==> src/rtl/mips_mc_control.sv <==
// Multicycle MIPS control FSM: sequences fetch/decode/execute/memory/writeback
// and drives datapath selects. Optional macro ILLEGAL_TRAP_EN makes illegal ops halt.
module mips_mc_control #(
  parameter logic [3:0] RESET_STATE  = 4'd0,
  parameter int         MEM_WAIT_MAX = 15
) (
  input  logic       clk,
  input  logic       reset_n,
  input  logic [5:0] op,
  input  logic [5:0] funct,
  input  logic       zero,
  input  logic       memReady,
  output logic [2:0] aluControl,
  output logic       aluSrcA,
  output logic [1:0] aluSrcB,
  output logic       immZeroExt,
  output logic [1:0] pcSrc,
  output logic       pcEn,
  output logic       iorD,
  output logic       memRead,
  output logic       memWrite,
  output logic       irWrite,
  output logic       regWrite,
  output logic       regDst,
  output logic       memToReg,
  output logic       memTimeout,
  output logic       halted,
  output logic [3:0] state
);

  typedef enum logic [3:0] {
    FETCH    = 4'd0,
    DECODE   = 4'd1,
    MEMADR   = 4'd2,
    MEMRD    = 4'd3,
    MEMWB    = 4'd4,
    MEMWR    = 4'd5,
    RTYPE_EX = 4'd6,
    ALUWB    = 4'd7,
    BRANCH   = 4'd8,
    IMM_EX   = 4'd9,
    IMM_WB   = 4'd10,
    JUMP     = 4'd11,
    ILLEGAL  = 4'd12
  } stateT;

  localparam int CW = (MEM_WAIT_MAX > 1) ? $clog2(MEM_WAIT_MAX) : 1;
  localparam logic [CW-1:0] LIMIT = CW'((MEM_WAIT_MAX > 0) ? MEM_WAIT_MAX - 1 : 0);

  stateT         r_state;
  stateT         w_nextState;
  logic [CW-1:0] r_waitCnt;
  logic          w_waiting;
  logic          w_timeoutHit;
  logic          w_functOk;
  logic [2:0]    w_functAlu;

  always_ff @(posedge clk) begin
    if (!reset_n) r_state <= stateT'(RESET_STATE);
    else          r_state <= w_nextState;
  end

  // Count consecutive stalled memory cycles; the pulse fires on the limit-th one.
  assign w_waiting    = ((r_state == FETCH) || (r_state == MEMRD) || (r_state == MEMWR)) && !memReady;
  assign w_timeoutHit = (MEM_WAIT_MAX != 0) && w_waiting && (r_waitCnt == LIMIT);

  always_ff @(posedge clk) begin
    if (!reset_n)          r_waitCnt <= '0;
    else if (!w_waiting)   r_waitCnt <= '0;
    else if (w_timeoutHit) r_waitCnt <= '0;
    else                   r_waitCnt <= r_waitCnt + CW'(1);
  end

  assign memTimeout = w_timeoutHit && reset_n;
  assign state      = r_state;

`ifdef ILLEGAL_TRAP_EN
  assign halted = (r_state == ILLEGAL);
`else
  assign halted = 1'b0;
`endif

  always_comb begin
    w_functOk  = 1'b1;
    w_functAlu = 3'd0;
    case (funct)
      6'h20:   w_functAlu = 3'd0;
      6'h22:   w_functAlu = 3'd1;
      6'h24:   w_functAlu = 3'd2;
      6'h25:   w_functAlu = 3'd3;
      6'h27:   w_functAlu = 3'd4;
      6'h2A:   w_functAlu = 3'd5;
      6'h00:   w_functAlu = 3'd6;
      6'h02:   w_functAlu = 3'd7;
      default: w_functOk  = 1'b0;
    endcase
  end

  always_comb begin
    w_nextState = r_state;
    case (r_state)
      FETCH:    if (memReady) w_nextState = DECODE;
      DECODE: begin
        case (op)
          6'h23, 6'h2B:        w_nextState = MEMADR;
          6'h00:               w_nextState = RTYPE_EX;
          6'h04, 6'h05:        w_nextState = BRANCH;
          6'h08, 6'h0C, 6'h0D: w_nextState = IMM_EX;
          6'h02:               w_nextState = JUMP;
          default:             w_nextState = ILLEGAL;
        endcase
      end
      MEMADR:   w_nextState = (op == 6'h23) ? MEMRD : MEMWR;
      MEMRD:    if (memReady) w_nextState = MEMWB;
      MEMWR:    if (memReady) w_nextState = FETCH;
      RTYPE_EX: w_nextState = w_functOk ? ALUWB : ILLEGAL;
      IMM_EX:   w_nextState = IMM_WB;
`ifdef ILLEGAL_TRAP_EN
      ILLEGAL:  w_nextState = ILLEGAL;
`else
      ILLEGAL:  w_nextState = FETCH;
`endif
      default:  w_nextState = FETCH;
    endcase
  end

  always_comb begin
    aluControl = 3'd0;
    aluSrcA    = 1'b0;
    aluSrcB    = 2'b00;
    immZeroExt = 1'b0;
    pcSrc      = 2'b00;
    pcEn       = 1'b0;
    iorD       = 1'b0;
    memRead    = 1'b0;
    memWrite   = 1'b0;
    irWrite    = 1'b0;
    regWrite   = 1'b0;
    regDst     = 1'b0;
    memToReg   = 1'b0;
    case (r_state)
      FETCH: begin
        memRead = 1'b1;
        aluSrcB = 2'b01;
        irWrite = memReady;
        pcEn    = memReady;
      end
      DECODE:   aluSrcB = 2'b11;
      MEMADR: begin
        aluSrcA = 1'b1;
        aluSrcB = 2'b10;
      end
      MEMRD: begin
        memRead = 1'b1;
        iorD    = 1'b1;
      end
      MEMWB: begin
        memToReg = 1'b1;
        regWrite = 1'b1;
      end
      MEMWR: begin
        memWrite = 1'b1;
        iorD     = 1'b1;
      end
      RTYPE_EX: begin
        aluSrcA    = 1'b1;
        aluControl = w_functAlu;
      end
      ALUWB: begin
        regDst   = 1'b1;
        regWrite = 1'b1;
      end
      BRANCH: begin
        aluSrcA    = 1'b1;
        aluControl = 3'd1;
        pcSrc      = 2'b01;
        pcEn       = (op == 6'h04) ? zero : !zero;
      end
      IMM_EX: begin
        aluSrcA = 1'b1;
        aluSrcB = 2'b10;
        if (op == 6'h0C) begin
          aluControl = 3'd2;
          immZeroExt = 1'b1;
        end else if (op == 6'h0D) begin
          aluControl = 3'd3;
          immZeroExt = 1'b1;
        end
      end
      IMM_WB:   regWrite = 1'b1;
      JUMP: begin
        pcSrc = 2'b10;
        pcEn  = 1'b1;
      end
      default: ;
    endcase
    // Reset aborts any in-flight access or write in the same cycle.
    if (!reset_n) begin
      pcEn     = 1'b0;
      irWrite  = 1'b0;
      regWrite = 1'b0;
      memRead  = 1'b0;
      memWrite = 1'b0;
    end
  end

endmodule
==> config.mk <==
export PLATFORM = sky130hd
export DESIGN_NAME = mips_mc_control
export DESIGN_NICKNAME = d
export VERILOG_FILES = /design/src/rtl/mips_mc_control.sv
export SDC_FILE = /design/constraint.sdc
export NUM_CORES = 1
export LEC_CHECK = 0
export CAP_MARGIN = 20
export CORE_MARGIN = 1.5
export CORE_UTILIZATION = 43
export DETAILED_ROUTE_END_ITERATION = 10
export PLACE_DENSITY = 0.86
export SETUP_SLACK_MARGIN = 0.02
export SYNTH_ARGS = -nofsm -noshare
export SYNTH_HDL_FRONTEND = slang
export SYNTH_SLANG_ARGS = --single-unit
export TNS_END_PERCENT = 1
==> constraint.sdc <==
create_clock -name clk -period 1.7 [get_ports clk]
set_clock_uncertainty 0.1 [all_clocks]
set_input_delay 0.34 -clock clk [delete_from_list [all_inputs] [get_ports clk]]
set_output_delay 0.34 -clock clk [all_outputs]
set_load 0.03 [all_outputs]
# Yosys cells after proc, flatten, opt, wreduce, memory -nomap -nowiden
# Cells that the tools add are included.
[totals]
regBits = 8
memories = 0
mem_bits_rw = 0
rom_bits = 0
inputBits = 16
wordCells = 88
latch_bits = 0
output_inout_bits = 23
[classes]
mux = 32
n_bitwise = 2
addsub = 1
n_eq_ne = 30
reduce_logical = 21
n_lt_le_gt_ge = 0
shifts = 0
multipliers = 0
div_mod_pow = 0
[op_table]
columns = ["operator", "n"]
rows = [
  ["$eq A6 B6 Y1 const B", 8],
  ["$pmux W4 S7", 1],
  ["$pmux W3 S7", 1],
  ["$eq A4 B4 Y1 const B", 5],
  ["$pmux W4 S5", 1],
  ["$eq A6 B4 Y1 const B", 3],
  ["$mux W1", 18],
  ["$eq A4 B3 Y1 const B", 4],
  ["$mux W4", 4],
  ["$eq A6 B2 Y1 const B", 2],
  ["$eq A6 B3 Y1 const B", 2],
  ["$logic_not A6 Y1", 2],
  ["$reduce_or A2 Y1", 5],
  ["$pmux W3 S3", 1],
  ["$reduce_or A3 Y1", 3],
  ["$eq A4 B2 Y1 const B", 2],
  ["$reduce_or A8 Y1", 1],
  ["$ne A2 B2 Y1 const B", 3],
  ["$pmux W2 S3", 1],
  ["$add A4 B1 Y4 const B", 1],
  ["$eq A4 B1 Y1 const B", 1],
  ["$logic_not A4 Y1", 1],
  ["$mux W2", 2],
  ["$pmux W2 S2", 1],
  ["8 further kinds", 13],
]

# Logic depth before layout (Yosys ltp)
# Gate-level depths: netlist (run 1).
[depth]
ltp_word = 6
ltp_mapped = 6
depth_no_buf = 5

# Least setup slack after synthesis (run 1)
# OpenSTA, ideal clock, no wires.
[synth_path]
kind = "reg-to-output"
from = "reg r_state[1] (netlist: state[1])"
to = "out memTimeout"
required_time_ns = 1.260
path_buffers = 1
t_arrival_ns = 2.025
path_stages_with_launch = 5
path_slack_ns = -0.765
path_cell_list = "dfxtp_1 -> buf_6 -> xor2_1 -> mux2_4 -> nor4_1"
[synth_via]
elab_chain_len = 6
elab_cells_between_ends = 8
classes_between = "2 x eq/ne; 6 x reduce/logical"
[synth_lines]
columns = ["item", "line_no", "text"]
rows = [
  ["start, declared", "50", "stateT r_state;"],
  ["start signal, assigned", "59", "if (!reset_n) r_state <= stateT'(RESET_STATE);"],
  ["start signal, assigned", "60", "else r_state <= w_nextState;"],
  ["$eq A4 B2 Y1 / $logic_not A4 Y1 (equally long branches)", "64", "assign w_waiting = ((r_state == FETCH) || (r_state == MEMRD) || (r_state == MEMWR)) && !memReady;"],
  ["$logic_or A1 B1 Y1", "64", ""],
  ["$logic_or A1 B1 Y1 *", "64", ""],
  ["$logic_and A1 B1 Y1 *", "64", ""],
  ["$logic_and A1 B1 Y1 *", "65", "assign w_timeoutHit = (MEM_WAIT_MAX != 0) && w_waiting && (r_waitCnt == LIMIT);"],
  ["$logic_and A1 B1 Y1 *", "74", "assign memTimeout = w_timeoutHit && reset_n;"],
  ["end, declared", "26", "output logic memTimeout,"],
]
# Mark *: on every way between the ends. The rest lies on a longest branch, timed or not.

# Worst setup path after layout (run 1)
[layout_path]
from = "in funct[1]"
to = "out aluControl[2]"
[layout_via]
elab_chain_len = 3
elab_cells_between_ends = 9
classes_between = "6 x eq/ne; 2 x mux; 1 x reduce/logical"
[layout_lines]
columns = ["item", "line_no", "text"]
rows = [
  ["start, declared", "10", "input logic [5:0] funct,"],
  ["$eq A6 B2 Y1, or another cell as far along", "86", "case (funct)"],
  ["$pmux W3 S7 *", "86", ""],
  ["$pmux W3 S3 *", "141", "case (r_state)"],
  ["end, declared", "13", "output logic [2:0] aluControl,"],
]
# Marked as above.

==> results.cfg, run 1 <==
[status]
outcome = finished with violations
violations = setup timing

[cells_and_area]
seqCellArea_sq_um = 175
multi_input_area_sq_um = 891
antenna_cells = 0
drive_gt1_frac = 0.488
mostFrequentLayoutCells = buf_4 (54), nor2_1 (14), nand2_1 (10)
fillers = 143
final_common_cell = buf_4
synthToLayoutAreaGrowth_pct = 86.5
final_net_count = 236
finalInstanceArea_sq_mm = 0.00182

[cts]
cts_made_buffers = 3
clk_pin_slew_ns = 0.05
cts_sinks = 8
clk_latency_ns = 0.28
cts_root_buffer = clkbuf_4
cts_max_path_buffers = 2
cts_max_level = 1
cts-hold-fix-buffers = 0
cts_tree = built

[global_route]
grtUsageTotal = 0.298
overflow = 0
grt_pass1_vias = 1303
antenna_found_initial = 0
grt_first_pass_wirelength_um = 5770
grt_max_degree = 12

[synth]
ys_seq_elements = 8
syn_area_per_cell_sq_um = 6.77
syn_inst = 144
yosys_warnings = 0
synth_area_sq_um = 975
synth-seq-area-share = 0.164
synthDistinctLibCells = 44
synth_nets = 162

[sta]
hold_viol_final = 0
fmax_mhz = 510
setup_ws_ns = -0.259
rsz0062_at_grt = true
maxSlewViolCount = 0
period_minus_slack_ns = 1.96
setup_viol = 16
period_share = 1.15

[floorplan]
die_x_um = 50.6
die_area_sq_mm = 0.00256
start_util = 0.449
chipHeight_um = 50.6
io_pins = 39
rows = 17
fp.coreArea_sq_mm = 0.00217

[power]
power_density_mw_per_mm2 = 561
p_leak_nw = 0.824
total_power_mw = 1.02
ir_drop_mv = 0.478

[drt]
dr_wl_met2_um = 1950
dr_wl_met3_um = 134
avgViaCountPerCell = 5.60
drc = 0
drt.antenna.violating_nets = 0
routed-via-count = 1372
first_pass_iters = 5
routed.top_layer = met4
met1Wirelength_um = 1450
drt_iter0_markers = 38
drt-total-wl_um = 3630
wl_per_cell_um = 14.8

[worst_setup_path]
cp_cell_sequence = clkdlybuf4s50_1 > buf_4 > nand3_1 > o21ai_0 > a21oi_1 > nor2_2 > buf_4
cpMaxStageDelayCell = clkdlybuf4s50_1
required_ns = 1.26
start_kind = input pin
setup.worst_path.class = input pin to primary output
crit_top_cell = buf_4
end_kind = primary output
arrival_ns = 1.52
reg2reg_slack_ns = 0.01
slowest_delay_ns = 0.47
worstPathMaxFanout = 4

[min_path]
hold_class = flip-flop to flip-flop

[placement]
place_area_sq_mm = 0.00163
globalplace.congestion = 0.872
portBuffers = 37
post-place-ws_ns = -0.527
dp_hpwl_um = 2590

[flow_run]
cap_viol_max_count = 0
routing by layer:
| metal | global-route usage | vias to the layer above |
|---|---|---|
| met3 | 0.0268 | 10 |
| met2 | 0.570 | 49 |
| met4 | 0.149 | 0 |
| li1 | - | 658 |
| met5 | 0 | - |
| met1 | 0.321 | 655 |
repair_timing:
item	CTS	global route
pin swaps	12	8
buffers inserted	5	0
gates cloned	0	0
setup endpoints to repair	23	24
resized for setup	35	19
worst paths after layout:
| path | from | to | cells after the start |
|---|---|---|---|
| setup / recovery | funct[1] | aluControl[2] | 7 |
| hold / removal | r_waitCnt[0] | r_waitCnt[0] | 1 |
| setup reg to reg | state[1] | state[2] | 7 |
| hold reg to reg | r_waitCnt[0] | r_waitCnt[0] | 1 |
cell type report:
type / instances / area share
multi-input combinational: 119 / 0.490
timing repair buffer: 80 / 0.368
sequential: 8 / 0.0964
tap: 28 / 0.0193
clock buffer: 4 / 0.0145
inverter: 6 / 0.0124
report_power, final:
| part | internal, mW | leakage, nW | total (mW) | switching (mW) |
|---|---|---|---|---|
| sequential | 0.203 | 0.0680 | 0.243 | 0.0402 |
| combinational | 0.294 | 0.741 | 0.606 | 0.312 |
| clock | 0.0906 | 0.0150 | 0.171 | 0.0800 |
stage by stage:
stage	util	hold WS (ns)	cells	setup TNS, ns
final	0.838	0.378	245	-2.36
after global routing	0.838	0.403	245	-3.40
after CTS	0.813	0.380	245	-2.55
after detailed placement	0.753	0.369	236	-4.54
after global placement	0.753	0.344	236	-3.89
after floorplan	-	0.330	144	-1.69
cell families (layout without fill, tap and decap cells):
| logic type | count (synthesis) | in the layout | synth area share |
|---|---|---|---|
| buffers and inverters | 17 | 90 | 0.0963 |
| AOI/OAI and AO/OA | 31 | 31 | 0.208 |
| other | 1 | 1 | 0.00385 |
| and+or+nand+nor | 79 | 79 | 0.442 |
| adders and majority gates | 2 | 2 | 0.0257 |
| DFF | 8 | 8 | 0.164 |
| xor gates and xnor gates | 5 | 5 | 0.0449 |
| muxes | 1 | 1 | 0.0154 |
state kept, by name, indices dropped and copies added (netlist names):
| register | cells |
|---|---|
| r_waitCnt | 4 |
| state | 4 |
critical path: cells and delay by family:
kind	cells	cell delay (ns)
AO/OA/AOI/OAI	2	0.25
buffers and inverters	3	0.76
AND/OR/NAND/NOR	2	0.16
Yosys cell counts (all sizes together):
cell type / n / area share
nor2: 19 / 0.073
nand2: 11 / 0.045
nor3: 10 / 0.068
dfxtp: 8 / 0.16
nand2b: 8 / 0.051
nand3: 8 / 0.041
a21oi: 7 / 0.036
o21ai: 7 / 0.036
buf: 6 / 0.053
inv: 6 / 0.023
nor2b: 6 / 0.039
clkbuf: 5 / 0.021
nor4: 5 / 0.032
nor3b: 4 / 0.031
a31oi: 3 / 0.019
and3: 3 / 0.024
xnor2: 3 / 0.027
ha: 2 / 0.026
o22ai: 2 / 0.013
o311a: 2 / 0.021
o41ai: 2 / 0.018
xor2: 2 / 0.018
a21boi: 1 / 0.0077
a22oi: 1 / 0.0077
a41oi: 1 / 0.0090
and2: 1 / 0.0064
conb: 1 / 0.0038
mux2: 1 / 0.015
nand4b: 1 / 0.0090
nor4b: 1 / 0.0090
o211ai: 1 / 0.0077
o21a: 1 / 0.0077
o21bai: 1 / 0.0077
o22a: 1 / 0.0090
o32ai: 1 / 0.0090
or2: 1 / 0.0064
or3: 1 / 0.0064
No activity file was read; power rests on OpenSTA's default activity.
==> run 2, diff against run 1 <==
--- a/config.mk
+++ b/config.mk
@@ -9,6 +9,7 @@
 export CORE_MARGIN = 1.5
 export CORE_UTILIZATION = 43
 export DETAILED_ROUTE_END_ITERATION = 10
+export GPL_ROUTABILITY_DRIVEN = 0
 export PLACE_DENSITY = 0.86
 export SETUP_SLACK_MARGIN = 0.02
 export SYNTH_ARGS = -nofsm -noshare
==> run 2 against run 1 <==
Net effect: the flow still finishes with violations (setup timing); fmax rose by 0.24%; sequential power about the same; wire length fell by 7.9%; clock-buffer cell count did not move; flip-flop and latch count is the same; critical endpoint is now regWrite.
==> results.cfg, run 2 (synthesis gave the netlist of run 1 again) <==
[cells_and_area]
final_net_count = 234
instances_no_fill = 243
utilization = 0.823
mostFrequentLayoutCells = buf_4 (53), nor2_1 (14), dlygate4sd2_1 (12)
antenna_cells = 0
final_common_cell = buf_4
drive_gt1_frac = 0.479
synthToLayoutAreaGrowth_pct = 83.2

[power]
p_sw_mw = 0.407
internal-power_mw = 0.565
total_power_mw = 0.972
power_density_mw_per_mm2 = 544
ir_drop_mv = 0.560
p_leak_nw = 0.795
pwr-share-seq = 0.247
p_clk_frac = 0.161
p_sw_frac = 0.419
p_comb_frac = 0.591

[sta]
maxSlewViolCount = 0
hold_viol_final = 0
tns_ns = -1.97
period_minus_slack_ns = 1.95
setup_viol = 12
period_share = 1.15
fmax_mhz = 512
setup_ws_ns = -0.254
rsz0062_at_grt = true

[cts]
cts_sinks = 8
cts_max_path_buffers = 2
cts_made_buffers = 3
cts_root_buffer = clkbuf_4
cts_max_level = 1
cts_tree = built
cts-hold-fix-buffers = 0
clk_pin_slew_ns = 0.06
clk_latency_ns = 0.26

[global_route]
grt_pass1_vias = 1217
antenna_found_initial = 0
grtUsageTotal = 0.259
overflow = 0
grt_first_pass_wirelength_um = 5170
grt_max_degree = 13

[drt]
drc = 0
first_pass_iters = 4
drt.antenna.violating_nets = 0
avgViaCountPerCell = 5.56
routed-via-count = 1350
wl_per_cell_um = 13.8
drt-total-wl_um = 3340
drt_iter0_markers = 24

[floorplan]
chipHeight_um = 50.6
die_area_sq_mm = 0.00256
die_x_um = 50.6
io_pins = 39
fp.coreArea_sq_mm = 0.00217
rows = 17
start_util = 0.449

[min_path]
whs_path_depth = 1
hold_class = flip-flop to flip-flop

[worst_setup_path]
end_kind = primary output
arrival_ns = 1.51
worstPathMaxFanout = 10
start_kind = flip-flop
required_ns = 1.26
setup.worst_path.class = flip-flop to primary output
reg2reg_slack_ns = 0.11
cp.depth = 6
rr_worst_depth = 6
crit_family = flip-flops
cpMaxStageDelayCell = dfxtp_4
slowest_delay_ns = 0.39
worst-path-buf-inv = 2
cp_cell_sequence = xor2_2 > buf_4 > nor3b_4 > a31oi_2 > nor2b_2 > buf_6

[status]
outcome = finished with violations
violations = setup timing

[placement]
post-place-ws_ns = -0.555
portBuffers = 37
dp_hpwl_um = 2490
placed_cells = 233

[flow_run]
cap_viol_max_count = 0
run 2: cell types whose count changed in the layout (fill, tap and decap cells not counted), sizes merged:
cell | before | now
buf | 62 | 60
clkbuf | 6 | 5
clkdlybuf4s50 | 4 | 3
dlygate4sd2 | 9 | 12
dlymetal6s2s | 2 | 1
run 2: layout make-up:
| cell class | count | area [sq um] |
|---|---|---|
| clock buffers | 4 | 26.3 |
| fillers | 136 | 384 |
| inverters | 6 | 22.5 |
| multi-input cells | 119 | 878 |
| flip-flops and latches | 8 | 175 |
| well taps | 28 | 35.0 |
| repair buffers | 78 | 648 |
run 2: final timing paths:
kind                startpoint           end
setup / recovery      state[0]      regWrite
hold / removal    r_waitCnt[0]  r_waitCnt[0]
setup reg to reg      state[0]  r_waitCnt[2]
hold reg to reg   r_waitCnt[0]  r_waitCnt[0]
run 2: power by group through the flow:
stage | clock network (mW) | logic (mW) | registers [mW]
floorplan | 0 | 0.307 | 0.237
global placement | 0 | 0.504 | 0.241
detailed placement | 0 | 0.515 | 0.244
CTS | 0.160 | 0.555 | 0.238
global route | 0.168 | 0.616 | 0.244
finish | 0.157 | 0.575 | 0.240
run 2: stage by stage:
stage	hold WS, ns	area (sq um)
2_1_floorplan	0.330	1050
3_3_place_gp	0.341	1610
3_5_place_dp	0.358	1610
4_1_cts	0.370	1750
5_1_grt	0.385	1790
6_report	0.366	1790
run 2: what timing repair did:
action	4_1_cts	5_1_grt
setup buffers	6	0
pin swaps	12	0
endpoints found under the hold margin	0	0
endpoints found under the setup margin	22	21
gates resized for setup	40	11
run 2: metal layers:
metal	vias to the layer above	global-route usage	part of all wire
met4	0	0.0856	0.0087
met1	642	0.292	0.42
met3	4	0.0327	0.040
li1	664	-	-
met5	-	0	0
met2	40	0.493	0.54
==> run 3, diff against run 2 <==
--- a/config.mk
+++ b/config.mk
@@ -12,7 +12,8 @@
 export GPL_ROUTABILITY_DRIVEN = 0
 export PLACE_DENSITY = 0.86
 export SETUP_SLACK_MARGIN = 0.02
+export SLEW_MARGIN = 15
 export SYNTH_ARGS = -nofsm -noshare
 export SYNTH_HDL_FRONTEND = slang
 export SYNTH_SLANG_ARGS = --single-unit
-export TNS_END_PERCENT = 1
+export TNS_END_PERCENT = 100
==> run 3 against run 2 <==
Net effect: the run now fails in global routing (5_1_grt); synthesized cell count unchanged; synthesized area unchanged.
==> results.cfg, run 3 <==
[floorplan]
io_pins = 39
die_x_um = 50.6
chipHeight_um = 50.6
rows = 17
start_util = 0.449

[placement]
post-place-ws_ns = -0.592
dp_hpwl_um = 2740
portBuffers = 37

[cts]
cts_root_buffer = clkbuf_4
cts_max_path_buffers = 2
cts_max_level = 1
cts_made_buffers = 3
cts-hold-fix-buffers = 0
cts_sinks = 8

[synth]
syn_inst = 144
synth-seq-area-share = 0.164
ys_seq_elements = 8
synthDistinctLibCells = 44
synth_top_family_by_area = simple AND/OR/NAND/NOR gates
synth_edf_count = 0
synth_top_flop_cell = dfxtp_1
yosys_warnings = 0
synth_xor_area_frac = 0.0449
synth_common_cells = nor2_1 (19), nand2_1 (10)
synth_most_common_cell = nor2_1
synth_area_sq_um = 975
synth_area_leaders = dfxtp_1 (16%), nor2_1 (7.3%), nand2b_1 (5.1%)
synth_compound_area_frac = 0.208
syn_area_per_cell_sq_um = 6.77
synth_largest_area_cell = dfxtp_1
synth_top_area_frac = 0.164
synthSimpleGateAreaFrac = 0.442
async_reset_ff_frac = 0
yosys-mux-area-fraction = 0.0154
synthAdderAreaFrac = 0.0257
synth_nets = 162

[sta]
worst-ep-kind = output port
grt_worst_setup_endpoint = pcEn

[status]
outcome = aborted with a tool error
first-error = [ERROR DPL-0038] Utilization greater than 100%, impossible to legalize
failed_stage = global routing (5_1_grt)

[global_route]
grt_max_degree = 9
## run 3: cell counts after synthesis
Identical to the previous run, type by type.
## run 3: kinds of logic after synthesis
family / after synthesis
and+or+nand+nor: 79
other: 1
adders and majority gates: 2
DFF: 8
buffers and inverters: 17
muxes: 1
AOI/OAI and AO/OA: 31
xor gates and xnor gates: 5
## run 3: metrics by stage
| stage | area, sq um | std cells | hold slack, ns | utilization | TNS (ns) |
|---|---|---|---|---|---|
| after CTS | 2050 | 259 | 0.372 | 0.943 | -2.26 |
| after detailed placement | 1690 | 236 | 0.357 | 0.780 | -4.67 |
| after global placement | 1690 | 236 | 0.338 | 0.780 | -3.96 |
| after floorplan | 1130 | 144 | 0.330 | - | -0.818 |
## run 3: timing repair
item | 4_1_cts
setup endpoints to repair | 22
buffers inserted | 19
pin swaps | 17
resized for setup | 71
hold endpoints to repair | 0
==> run 4, diff against run 3 <==
--- a/config.mk
+++ b/config.mk
@@ -6,12 +6,11 @@
 export NUM_CORES = 1
 export LEC_CHECK = 0
 export CAP_MARGIN = 20
-export CORE_MARGIN = 1.5
-export CORE_UTILIZATION = 43
+export CORE_AREA = 2 2 63 65
 export DETAILED_ROUTE_END_ITERATION = 10
+export DIE_AREA = 0 0 65 67
 export GPL_ROUTABILITY_DRIVEN = 0
-export PLACE_DENSITY = 0.86
-export SETUP_SLACK_MARGIN = 0.02
+export PLACE_DENSITY_LB_ADDON = 0.15
 export SLEW_MARGIN = 15
 export SYNTH_ARGS = -nofsm -noshare
 export SYNTH_HDL_FRONTEND = slang
==> run 4 against run 3 <==
Net effect: the flow now finishes, with violations (setup timing).
==> results.cfg, run 4 (synthesis gave the netlist of run 1 again) <==
[cts]
cts_tree = built
cts_root_buffer = clkbuf_8
cts_sinks = 8
cts_max_level = 1
clk_pin_slew_ns = 0.04
cts_made_buffers = 3
clk_latency_ns = 0.23
cts_max_path_buffers = 2

[cells_and_area]
final_common_cell = buf_4
final_net_count = 261
seqCellArea_sq_um = 175
synthToLayoutAreaGrowth_pct = 132
drive_gt1_frac = 0.628
mostFrequentLayoutCells = buf_4 (59), buf_6 (26), dlygate4sd2_1 (12)
finalInstanceArea_sq_mm = 0.00226
antenna_cells = 0
fillers = 308
multi_input_area_sq_mm = 0.00103
instances_no_fill = 290

[drt]
routed-via-count = 1431
drt_iter0_markers = 47
wl_per_cell_um = 14.3
avgViaCountPerCell = 4.93
first_pass_iters = 4
drc = 0
drt.antenna.violating_nets = 0
drt-total-wl_um = 4140

[floorplan]
start_util = 0.270
die_x_um = 65
chipHeight_um = 67
rows = 22
fp.coreArea_sq_mm = 0.00361
io_pins = 39
die_area_sq_mm = 0.00436

[global_route]
overflow = 0
grt_max_degree = 13
grtUsageTotal = 0.186
grt_first_pass_wirelength_um = 6280
antenna_found_initial = 0
grt_pass1_vias = 1359

[sta]
fmax_mhz = 535
maxSlewViolCount = 0
rsz0062_at_grt = true
period_minus_slack_ns = 1.87
period_share = 1.10
setup_ws_ns = -0.170
setup_viol = 14
tns_ns = -1.26
hold_viol_final = 0

[placement]
dp_hpwl_um = 2850
placed_cells = 266
portBuffers = 37
post-place-ws_ns = -0.508
place_area_sq_mm = 0.00179

[power]
pwr-share-seq = 0.188
p_leak_nw = 0.983
p_clk_frac = 0.187
p_comb_frac = 0.625
internal-power_mw = 0.767
p_sw_frac = 0.388
power_density_mw_per_mm2 = 555
p_sw_mw = 0.486
ir_drop_mv = 0.221

[worst_setup_path]
worstPathMaxFanout = 6
required_ns = 1.26
reg2reg_slack_ns = -0.10
startpoint = state[0]
setup.worst_path.class = flip-flop to primary output
r2r-start = state[1]
end_kind = primary output
start_kind = flip-flop
rr_worst_depth = 7
endpoint = pcEn
arrival_ns = 1.43
r2r_end = state[2]

[status]
violations = setup timing
outcome = finished with violations

[flow_run]
cap_viol_max_count = 0

[min_path]
hold_class = flip-flop to flip-flop
## run 4: worst min-delay path by stage
stage                       from      endpoint  slack (ns)  cells past startpoint
floorplan           r_waitCnt[0]  r_waitCnt[0]        0.33                      1
global placement    r_waitCnt[0]  r_waitCnt[0]        0.34                      1
detailed placement  r_waitCnt[0]  r_waitCnt[0]        0.36                      1
CTS                 r_waitCnt[0]  r_waitCnt[0]        0.36                      1
global route        r_waitCnt[0]  r_waitCnt[0]        0.40                      1
finish              r_waitCnt[0]  r_waitCnt[0]        0.36                      1
## run 4: power groups by stage
stage / Clock [mW] / Combinational (mW) / Sequential (mW)
6_report: 0.234 / 0.784 / 0.235
5_1_grt: 0.261 / 0.834 / 0.237
4_1_cts: 0.240 / 0.695 / 0.234
3_5_place_dp: 0 / 0.595 / 0.242
3_3_place_gp: 0 / 0.586 / 0.242
2_1_floorplan: 0 / 0.337 / 0.237
## run 4: metrics by stage
stage / total power, mW / hold WS, ns / util
6_report: 1.25 / 0.359 / 0.626
3_5_place_dp: 0.837 / 0.355 / 0.498
3_3_place_gp: 0.829 / 0.343 / 0.498
5_1_grt: 1.33 / 0.401 / 0.626
2_1_floorplan: 0.574 / 0.330 / -
4_1_cts: 1.17 / 0.364 / 0.578
## run 4: routing by layer
layer	up-vias	wire length, um	global-route usage
met5	-	0	0
met4	0	57	0.0638
met3	6	104	0.0152
met2	30	2230	0.340
met1	683	1750	0.226
li1	712	-	-
## run 4: area by class of cell
cell class	count	share of cell area
timing repair buffer	105	0.411
multi-input combinational	119	0.455
clock buffer	4	0.0200
tap	48	0.0266
inverter	6	0.00998
sequential	8	0.0776
## run 4: what timing repair did
item | in CTS | in global routing
gates resized for setup | 72 | 36
setup buffers | 15 | 5
endpoints found under the hold margin | 0 | 0
pin swaps | 18 | 11
hold buffers | 0 | 0
endpoints found under the setup margin | 22 | 22
## run 4: worst max-delay path, cell delays in order (launching register included)
cell	delay [ns]
dfxtp_4	0.38
nor4_2	0.31
a31oi_1	0.07
o22ai_1	0.16
and2_1	0.16
buf_6	0.13
